`src/rtl/alp_input_conditioner_if.sv`:
```
// Raw switch/button inputs and conditioned ALP command outputs.
// The DUT consumes the slave view; a board-level driver would use master.
interface alp_input_conditioner_if;
    logic       i_btn_comp;
    logic       i_btn_load;
    logic       i_btn_clr;
    logic [2:0] i_sw_op;
    logic [3:0] i_sw_data;
    logic [2:0] o_OP;
    logic [3:0] o_DATA;
    logic       o_COMP;
    logic       o_LOAD;
    logic       o_CLR;

    modport master (
        output i_btn_comp, i_btn_load, i_btn_clr, i_sw_op, i_sw_data,
        input  o_OP, o_DATA, o_COMP, o_LOAD, o_CLR
    );

    modport slave (
        input  i_btn_comp, i_btn_load, i_btn_clr, i_sw_op, i_sw_data,
        output o_OP, o_DATA, o_COMP, o_LOAD, o_CLR
    );
endinterface

```
`src/rtl/alp_input_conditioner.sv`:
```
// Synchronises board switches/buttons, debounces the buttons and issues
// single-cycle COMP/LOAD/CLR pulses with operands snapshotted on the same edge.
module alp_input_conditioner #(
    parameter int DEBOUNCE_CYCLES = 4,
    parameter int CNT_W           = 16
) (
    input  logic                  clk,
    input  logic                  rst,
    alp_input_conditioner_if.slave bus
);

    localparam logic [CNT_W-1:0] CNT_TC = CNT_W'(DEBOUNCE_CYCLES - 1);

    // Bit map: [0] comp, [1] load, [2] clr, [5:3] op, [9:6] data
    logic [9:0]       raw;
    logic [9:0]       sync_1;
    logic [9:0]       sync_2;
    logic [2:0]       btn_s;
    logic [2:0]       op_s;
    logic [3:0]       data_s;

    logic [2:0]       db_state;
    logic [2:0]       db_next;
    logic [CNT_W-1:0] db_cnt  [3];
    logic [CNT_W-1:0] cnt_next[3];
    logic [2:0]       rise;

    logic             ev_clr;
    logic             ev_comp;
    logic             ev_load;
    logic             ev_any;

    logic [2:0]       op_q;
    logic [3:0]       data_q;
    logic             comp_q;
    logic             load_q;
    logic             clr_q;

    assign raw    = {bus.i_sw_data, bus.i_sw_op, bus.i_btn_clr, bus.i_btn_load, bus.i_btn_comp};
    assign btn_s  = sync_2[2:0];
    assign op_s   = sync_2[5:3];
    assign data_s = sync_2[9:6];

    always_ff @(posedge clk or posedge rst) begin
        if (rst) begin
            sync_1 <= '0;
            sync_2 <= '0;
        end else begin
            sync_1 <= raw;
            sync_2 <= sync_1;
        end
    end

    // A level must disagree with the debounced state for DEBOUNCE_CYCLES
    // consecutive edges; any agreeing edge restarts the count.
    always_comb begin
        for (int i = 0; i < 3; i++) begin
            db_next[i]  = db_state[i];
            cnt_next[i] = '0;
            rise[i]     = 1'b0;
            if (btn_s[i] != db_state[i]) begin
                if (db_cnt[i] == CNT_TC) begin
                    db_next[i] = btn_s[i];
                    rise[i]    = btn_s[i];
                end else begin
                    cnt_next[i] = db_cnt[i] + 1'b1;
                end
            end
        end
    end

    always_ff @(posedge clk or posedge rst) begin
        if (rst) begin
            db_state <= '0;
            for (int i = 0; i < 3; i++) begin
                db_cnt[i] <= '0;
            end
        end else begin
            db_state <= db_next;
            for (int i = 0; i < 3; i++) begin
                db_cnt[i] <= cnt_next[i];
            end
        end
    end

    // Same-edge events resolve CLR > COMP > LOAD; losers are simply dropped
    // (their debounced state still advances so they cannot re-fire).
    assign ev_clr  = rise[2];
    assign ev_comp = rise[0] & ~rise[2];
    assign ev_load = rise[1] & ~rise[0] & ~rise[2];
    assign ev_any  = ev_clr | ev_comp | ev_load;

    always_ff @(posedge clk or posedge rst) begin
        if (rst) begin
            op_q   <= '0;
            data_q <= '0;
            comp_q <= 1'b0;
            load_q <= 1'b0;
            clr_q  <= 1'b0;
        end else begin
            comp_q <= ev_comp;
            load_q <= ev_load;
            clr_q  <= ev_clr;
            if (ev_any) begin
                op_q   <= op_s;
                data_q <= data_s;
            end
        end
    end

    assign bus.o_OP   = op_q;
    assign bus.o_DATA = data_q;
    assign bus.o_COMP = comp_q;
    assign bus.o_LOAD = load_q;
    assign bus.o_CLR  = clr_q;

endmodule
```
`src/flat_wrapper.sv`:
```
// flat-port wrapper written by rule: the top's interface ports become plain ports
module alp_input_conditioner_flat 
#(
    parameter int DEBOUNCE_CYCLES = 4,
    parameter int CNT_W           = 16
)
  (clk, rst, bus_i_btn_comp, bus_i_btn_load, bus_i_btn_clr, bus_i_sw_op, bus_i_sw_data, bus_o_OP, bus_o_DATA, bus_o_COMP, bus_o_LOAD, bus_o_CLR);
  alp_input_conditioner_if bus_i ();
  input  logic clk;
  input  logic rst;
  input wire logic [$bits(bus_i.i_btn_comp)-1:0] bus_i_btn_comp;
  input wire logic [$bits(bus_i.i_btn_load)-1:0] bus_i_btn_load;
  input wire logic [$bits(bus_i.i_btn_clr)-1:0] bus_i_btn_clr;
  input wire logic [$bits(bus_i.i_sw_op)-1:0] bus_i_sw_op;
  input wire logic [$bits(bus_i.i_sw_data)-1:0] bus_i_sw_data;
  output wire logic [$bits(bus_i.o_OP)-1:0] bus_o_OP;
  output wire logic [$bits(bus_i.o_DATA)-1:0] bus_o_DATA;
  output wire logic [$bits(bus_i.o_COMP)-1:0] bus_o_COMP;
  output wire logic [$bits(bus_i.o_LOAD)-1:0] bus_o_LOAD;
  output wire logic [$bits(bus_i.o_CLR)-1:0] bus_o_CLR;
  assign bus_i.i_btn_comp = bus_i_btn_comp;
  assign bus_i.i_btn_load = bus_i_btn_load;
  assign bus_i.i_btn_clr = bus_i_btn_clr;
  assign bus_i.i_sw_op = bus_i_sw_op;
  assign bus_i.i_sw_data = bus_i_sw_data;
  assign bus_o_OP = bus_i.o_OP;
  assign bus_o_DATA = bus_i.o_DATA;
  assign bus_o_COMP = bus_i.o_COMP;
  assign bus_o_LOAD = bus_i.o_LOAD;
  assign bus_o_CLR = bus_i.o_CLR;
  alp_input_conditioner #(.DEBOUNCE_CYCLES(DEBOUNCE_CYCLES), .CNT_W(CNT_W)) u_core (.clk(clk), .rst(rst), .bus(bus_i));
endmodule
```
`config.mk`:
```
export PLATFORM = sky130hd
export DESIGN_NAME = alp_input_conditioner_flat
export DESIGN_NICKNAME = d
export VERILOG_FILES = /design/src/rtl/alp_input_conditioner_if.sv /design/src/rtl/alp_input_conditioner.sv /design/src/flat_wrapper.sv
export SDC_FILE = /design/constraint.sdc
export NUM_CORES = 1
export LEC_CHECK = 0
export ABC_AREA = 1
export CAP_MARGIN = 15
export CORE_UTILIZATION = 50
export DETAILED_ROUTE_END_ITERATION = 6
export GPL_TIMING_DRIVEN = 0
export HOLD_SLACK_MARGIN = 0.02
export PLACE_DENSITY = 0.78
export SLEW_MARGIN = 0
export SYNTH_ARGS = -nofsm -noshare
export SYNTH_HDL_FRONTEND = slang
export SYNTH_SLANG_ARGS = --single-unit
export TNS_END_PERCENT = 100
```
`constraint.sdc`:
```
create_clock -name clk -period 2.9 [get_ports clk]
set_input_delay 0.58 -clock clk [delete_from_list [all_inputs] [get_ports clk]]
set_output_delay 0.58 -clock clk [all_outputs]
set_load 0.005 [all_outputs]
```
== Word-level counts from Yosys, hierarchy flattened ==
Index checks and enable logic that the tools add are counted.

* Bitwise operators: 7
* Eq/ne operators: 6
* Mux-type cells: 12
* Reductions and logical operators: 3
* Add/sub/neg operators: 3

{| class="wikitable"
|+ Operators by type and width
! cell !! count
|-
| two-way mux 16 bit || 6
|-
| adder 16 x 1 -> 16 bit (second input constant) || 3
|-
| == test 16 x 2 -> 1 bit (second input constant) || 3
|-
| two-way mux 1 bit || 6
|-
| AND reduction 2 bit || 3
|-
| bitwise AND 1 bit || 3
|-
| != test 1 bit || 3
|-
| NOT 1 bit || 2
|-
| bitwise OR 1 bit || 2
|}

* Input bits: 12
* Word-level logic and storage cells: 44
* Flip-flop bits (word level): 81
* Output and inout bits: 10

== Longest topological paths before layout ==
* Depth after elaboration: 7
* Mapped depth: 10
* Gate-level depth less buffers: 10

== Least setup slack after synthesis ==
No wires, ideal clock.

* Kind: reg-to-reg
* Start point: reg u_core.db_cnt[32] in the netlist's numbering
* End point: reg u_core.data_q[0] (netlist: u_core.bus.o_DATA[0])
* Path buffers: 0
* Stages on the path, launching flop included: 11
* Data required time: 2787 ps
* Arrival time: 1298 ps
* Path slack: 1489 ps
* Setup time: 113 ps
* Cell sequence: dfrtp_1 ha_1 inv_2 nor2_1 nand2_1 nor2_1 nand3_4 nand3_4 nand2_1 nand2_1 inv_1

* Cells in the longest elaborated chain, start to end: 7
* Elaborated cells on any way between the ends: 9

{| class="wikitable"
|+ Ends and longest elaborated chain
! what !! RTL line !! source
|-
| start: declaration || alp_input_conditioner.sv:24 || <nowiki>logic [CNT_W-1:0] db_cnt [3];</nowiki>
|-
| start signal: indexed assignment || alp_input_conditioner.sv:81 || <nowiki>db_cnt[i] <= cnt_next[i];</nowiki>
|-
| == test 16 x 2 -> 1 bit (*) || alp_input_conditioner.sv:62 || <nowiki>if (db_cnt[i] == CNT_TC) begin</nowiki>
|-
| two-way mux 1 bit (*) || alp_input_conditioner.sv:62 ||
|-
| two-way mux 1 bit (*) || alp_input_conditioner.sv:61 || <nowiki>if (btn_s[i] != db_state[i]) begin</nowiki>
|-
| NOT 1 bit || alp_input_conditioner.sv:90 || <nowiki>assign ev_load = rise[1] & ~rise[0] & ~rise[2];</nowiki>
|-
| bitwise AND 1 bit (2 in a row) || alp_input_conditioner.sv:90 ||
|-
| bitwise OR 1 bit (*) || alp_input_conditioner.sv:91 || <nowiki>assign ev_any = ev_clr | ev_comp | ev_load;</nowiki>
|-
| end signal: assignment || alp_input_conditioner.sv:106 || <nowiki>data_q <= data_s;</nowiki>
|-
| end: declaration || alp_input_conditioner.sv:34 || <nowiki>logic [3:0] data_q;</nowiki>
|}

Every way passes the cells marked *; elsewhere a longest branch is shown, timed or not.
A chain may end at the register's enable or synchronous reset.

== Worst setup path in the final report ==
* Start point: reg u_core.op_q[2] (netlist: u_core.bus.o_OP[2])
* End point: out bus_o_OP[2]

{| class="wikitable"
|+ RTL lines
! what !! RTL line !! source
|-
| start: declaration || alp_input_conditioner.sv:33 || <nowiki>logic [2:0] op_q;</nowiki>
|-
| start signal: assignment || alp_input_conditioner.sv:105 || <nowiki>op_q <= op_s;</nowiki>
|-
| end: declaration || flat_wrapper.sv:16 || <nowiki>output wire logic [$bits(bus_i.o_OP)-1:0] bus_o_OP;</nowiki>
|}

No word-level cell between the ends.

==> flow_summary_export.csv <==
group,metric,value,unit
worst_setup_path,max_stage_delay,0.52,ns
die,die_area,0.00815,mm^2
cts,postCtsSetupBuffers,0,
place,gp_congestion,0.872,
die,rows,31,
worst_setup_path,critPathTopFamily,"buffers and inverters",
worst_setup_path,cp-end-kind,"output pin",
drt,drcViolationCount,0,
synthesis,synth_seq_cells,81,
die,core,0.00741,mm^2
worst_setup_path,cpMaxStageDelayCell,"clkdlybuf4s50_1",
cts,clock_latency,0.36,ns
global_route,overflow,0,
sta,rsz0062_at_grt,"false",
global_route,antenna_found_initial,0,
cts,clockBufferDepth,2,
sta,worst_slack,1.06,ns
drt,drtIter0Drc,143,
worst_setup_path,cp-start-kind,"flip-flop",
sta,timing.fmax,0.543,GHz
power_and_ir_drop,p_per_area,623,mW/mm^2
sta,slew_headroom,60.3,%
power_and_ir_drop,internal-power,1930,uW
hold_path,hold_path.class,"reg -> reg",
drt,drt-total-wl,7.00,mm
run_status,outcome,"completed",
cts,numCtsBuffers,9,
layout,drive_above_1_share,11.2,%
power_and_ir_drop,pwr-share-clk,30.7,%
worst_setup_path,crit_required,2.32,ns
sta,tightest_slew,0.593,ns
worst_setup_path,critPathKind,"reg -> out",
sta,setup_tns,0,ns
global_route,grt_start_max_net_pins,72,
sta,clock_skew,0.00866,ns
worst_setup_path,cp_num_buf_inv,1,
synthesis,synth_cells,452,
cts,cts_max_level,3,
drt,via_count,2925,
flow_run,max_cap_viol_count,0,
drt,dr.pass1.iters,6,
place,portBuffers,21,
power_and_ir_drop,ir_worst_vdd,0.000461,V
power_and_ir_drop,p_sw,862,uW
sta,fin_crit,1.84,ns
synthesis,synth.yosys.seq_area_share,52.0,%
sta,hold_ws,0.354,ns
synthesis,ys_types,31,
cts,clk_pin_slew,0.09,ns
cts,root_buffer,"clkbuf_8",
drt,post_drt_wl_per_cell,11.9,um
synthesis,avgSynthCellArea,8.62,um^2
die,dieHeight,90.3,um
power_and_ir_drop,power_leakage,0.00205,uW
die,start_util,52.6,%
cts,cts_hold_buffers,0,
synthesis,synth_nets,467,
drt,vias_per_cell,4.97,
drt,drtAntennaViolNets,0,
layout,fillers,614,
sta,final.period_utilization,63.5,%
layout,n_antenna_cell,0,
layout,layout.nets,500,
cts,clock-sinks,81,
place,hpwlAfterDp,5.04,mm
cts,ctsResizeCount,0,
worst_setup_path,worst-path-max-fanout,2,
sta,drv_slew,0,
synthesis,yosysWarnings,0,
layout,syn_to_final_growth,14.7,%
place,dp_slack,1.30,ns
layout,utilization,60.3,%
cts,cts_tree,"done",
power_and_ir_drop,p_sw_share,30.9,%
global_route,grt_pass1_wl,12.7,mm
worst_setup_path,arrival,1.26,ns
global_route,grt_pass1_vias,2887,
synthesis,netlist_area,0.00390,mm^2
power_and_ir_drop,comb_power_share,21.1,%
worst_setup_path,path_cells,"clkdlybuf4s50_1",
die,die_w,90.3,um
sta,hold_viol_final,0,
power_and_ir_drop,seqPwrFrac,48.2,%
sta,finalSetupViolCount,0,
die,ioPinCount,22,
global_route,grt_usage,19.4,%
cell type report:
class,instances,area [um^2],area share [%]
Tap cell,99,124,2.77
Multi-Input combinational cell,295,1570,35.1
Sequential cell,81,2030,45.3
Timing Repair Buffer,22,238,5.32
Clock buffer,9,124,2.77
Buffer,4,32.5,0.728
Clock inverter,7,85.1,1.90
Inverter,72,273,6.10
logic make-up (layout without fill, tap and decap cells):
logic type	count (synthesis)	count (layout)	share of synthesized area (%)
adder cells (fa/ha/maj)	3	3	0.963
buffers and inverters	76	114	7.77
flip-flops	81	81	52.0
AO/OA/AOI/OAI	24	24	3.53
XOR/XNOR	21	21	4.72
AND/OR/NAND/NOR	247	247	31.0
cell usage after synthesis:
| cell type | number | share of area [%] |
|---|---|---|
| a211oi_1 | 1 | 0.19 |
| a21oi_1 | 12 | 1.5 |
| a21oi_4 | 1 | 0.42 |
| a31oi_1 | 1 | 0.16 |
| buf_2 | 2 | 0.26 |
| buf_6 | 2 | 0.58 |
| clkinv_1 | 1 | 0.096 |
| dfrtp_1 | 81 | 52 |
| ha_1 | 3 | 0.96 |
| inv_1 | 66 | 6.4 |
| inv_2 | 5 | 0.48 |
| nand2_1 | 78 | 7.5 |
| nand2_2 | 3 | 0.48 |
| nand3_1 | 25 | 3.2 |
| nand3_2 | 5 | 1.3 |
| nand3_4 | 3 | 1.3 |
| nand4_1 | 16 | 2.6 |
| nor2_1 | 83 | 8.0 |
| nor2_2 | 3 | 0.48 |
| nor2_4 | 1 | 0.29 |
| nor2_8 | 1 | 0.51 |
| nor3_1 | 18 | 2.3 |
| nor3_2 | 6 | 1.5 |
| nor3_4 | 2 | 0.83 |
| nor3b_2 | 1 | 0.32 |
| o21ai_0 | 3 | 0.39 |
| o21ai_1 | 5 | 0.64 |
| o21bai_1 | 1 | 0.19 |
| or2_2 | 2 | 0.32 |
| xnor2_1 | 6 | 1.3 |
| xor2_1 | 15 | 3.4 |
sequential cells by signal (all words and copies together), names as in the netlist:
register           count
u_core.db_cnt         48
u_core.sync_2         10
u_core.bus.o_COMP      1
u_core.bus.o_DATA      4
u_core.bus.o_LOAD      1
u_core.sync_1         10
u_core.bus.o_OP        3
u_core.db_state        3
u_core.bus.o_CLR       1
cell usage in the layout, fill, tap and decap left out, types with 2 or more instances in the layout:
cell,netlist,final
o21ai_1,5,5
xnor2_1,6,6
buf_6,2,2
nor3_4,2,2
xor2_1,15,15
buf_2,2,2
nor2_2,3,3
nand3_4,3,3
ha_1,3,3
dfrtp_1,81,81
clkinv_4,0,3
clkdlybuf4s50_1,0,21
nor3_2,6,6
or2_2,2,2
inv_2,5,5
nand2_2,3,3
nand3_2,5,5
nand2_1,78,78
a21oi_1,12,12
o21ai_0,3,3
nor3_1,18,18
nand3_1,25,25
nor2_1,83,83
inv_1,66,65
inv_6,0,2
nand4_1,16,16
clkbuf_8,0,9
layer usage:
| metal | share of wire, % | track usage [%] | vias to the layer above |
|---|---|---|---|
| li1 | - | - | 1488 |
| met1 | 47 | 26.0 | 1375 |
| met2 | 48 | 31.2 | 51 |
| met3 | 2.6 | 2.78 | 11 |
| met4 | 2.2 | 9.41 | 0 |
| met5 | 0 | 0 | - |
power by group through the flow:
stage	combinational, uW	sequential, uW	clock, uW
floorplan	370	1350	0
global placement	559	1360	0
detailed placement	586	1370	0
CTS	595	1350	885
global route	674	1360	923
finish	588	1340	855
worst register-to-register path: stages (launching register included):
cell and delay [ns]:
dfrtp_1 0.39, ha_1 0.26, inv_2 0.04, nor2_1 0.08
nand2_1 0.08, nor2_1 0.18, nand3_4 0.17, nand3_4 0.16
nand2_1 0.09, nand2_1 0.08, inv_1 0.04
final timing paths:
kind,start,endpoint,slack (ns),cells after the start
max in group asynchronous,rst,u_core.db_cnt[45],1.87,3
setup / recovery,u_core.bus.o_OP[2],bus_o_OP[2],1.06,1
hold / removal,u_core.sync_1[0],u_core.sync_2[0],0.35,0
hold reg to reg,u_core.sync_1[0],u_core.sync_2[0],0.35,0
min in group asynchronous,rst,u_core.db_cnt[27],0.47,2
setup reg to reg,u_core.db_cnt[32],u_core.bus.o_DATA[1],1.24,10
metrics by stage:
stage	std cells	instance area [um^2]	total power (uW)
after floorplan	452	3900	1720
after CTS	589	4470	2830
after global routing	589	4470	2960
after global placement	572	4230	1920
after detailed placement	573	4260	1950
final	589	4470	2790
No activity file was read; power rests on OpenSTA's default activity.
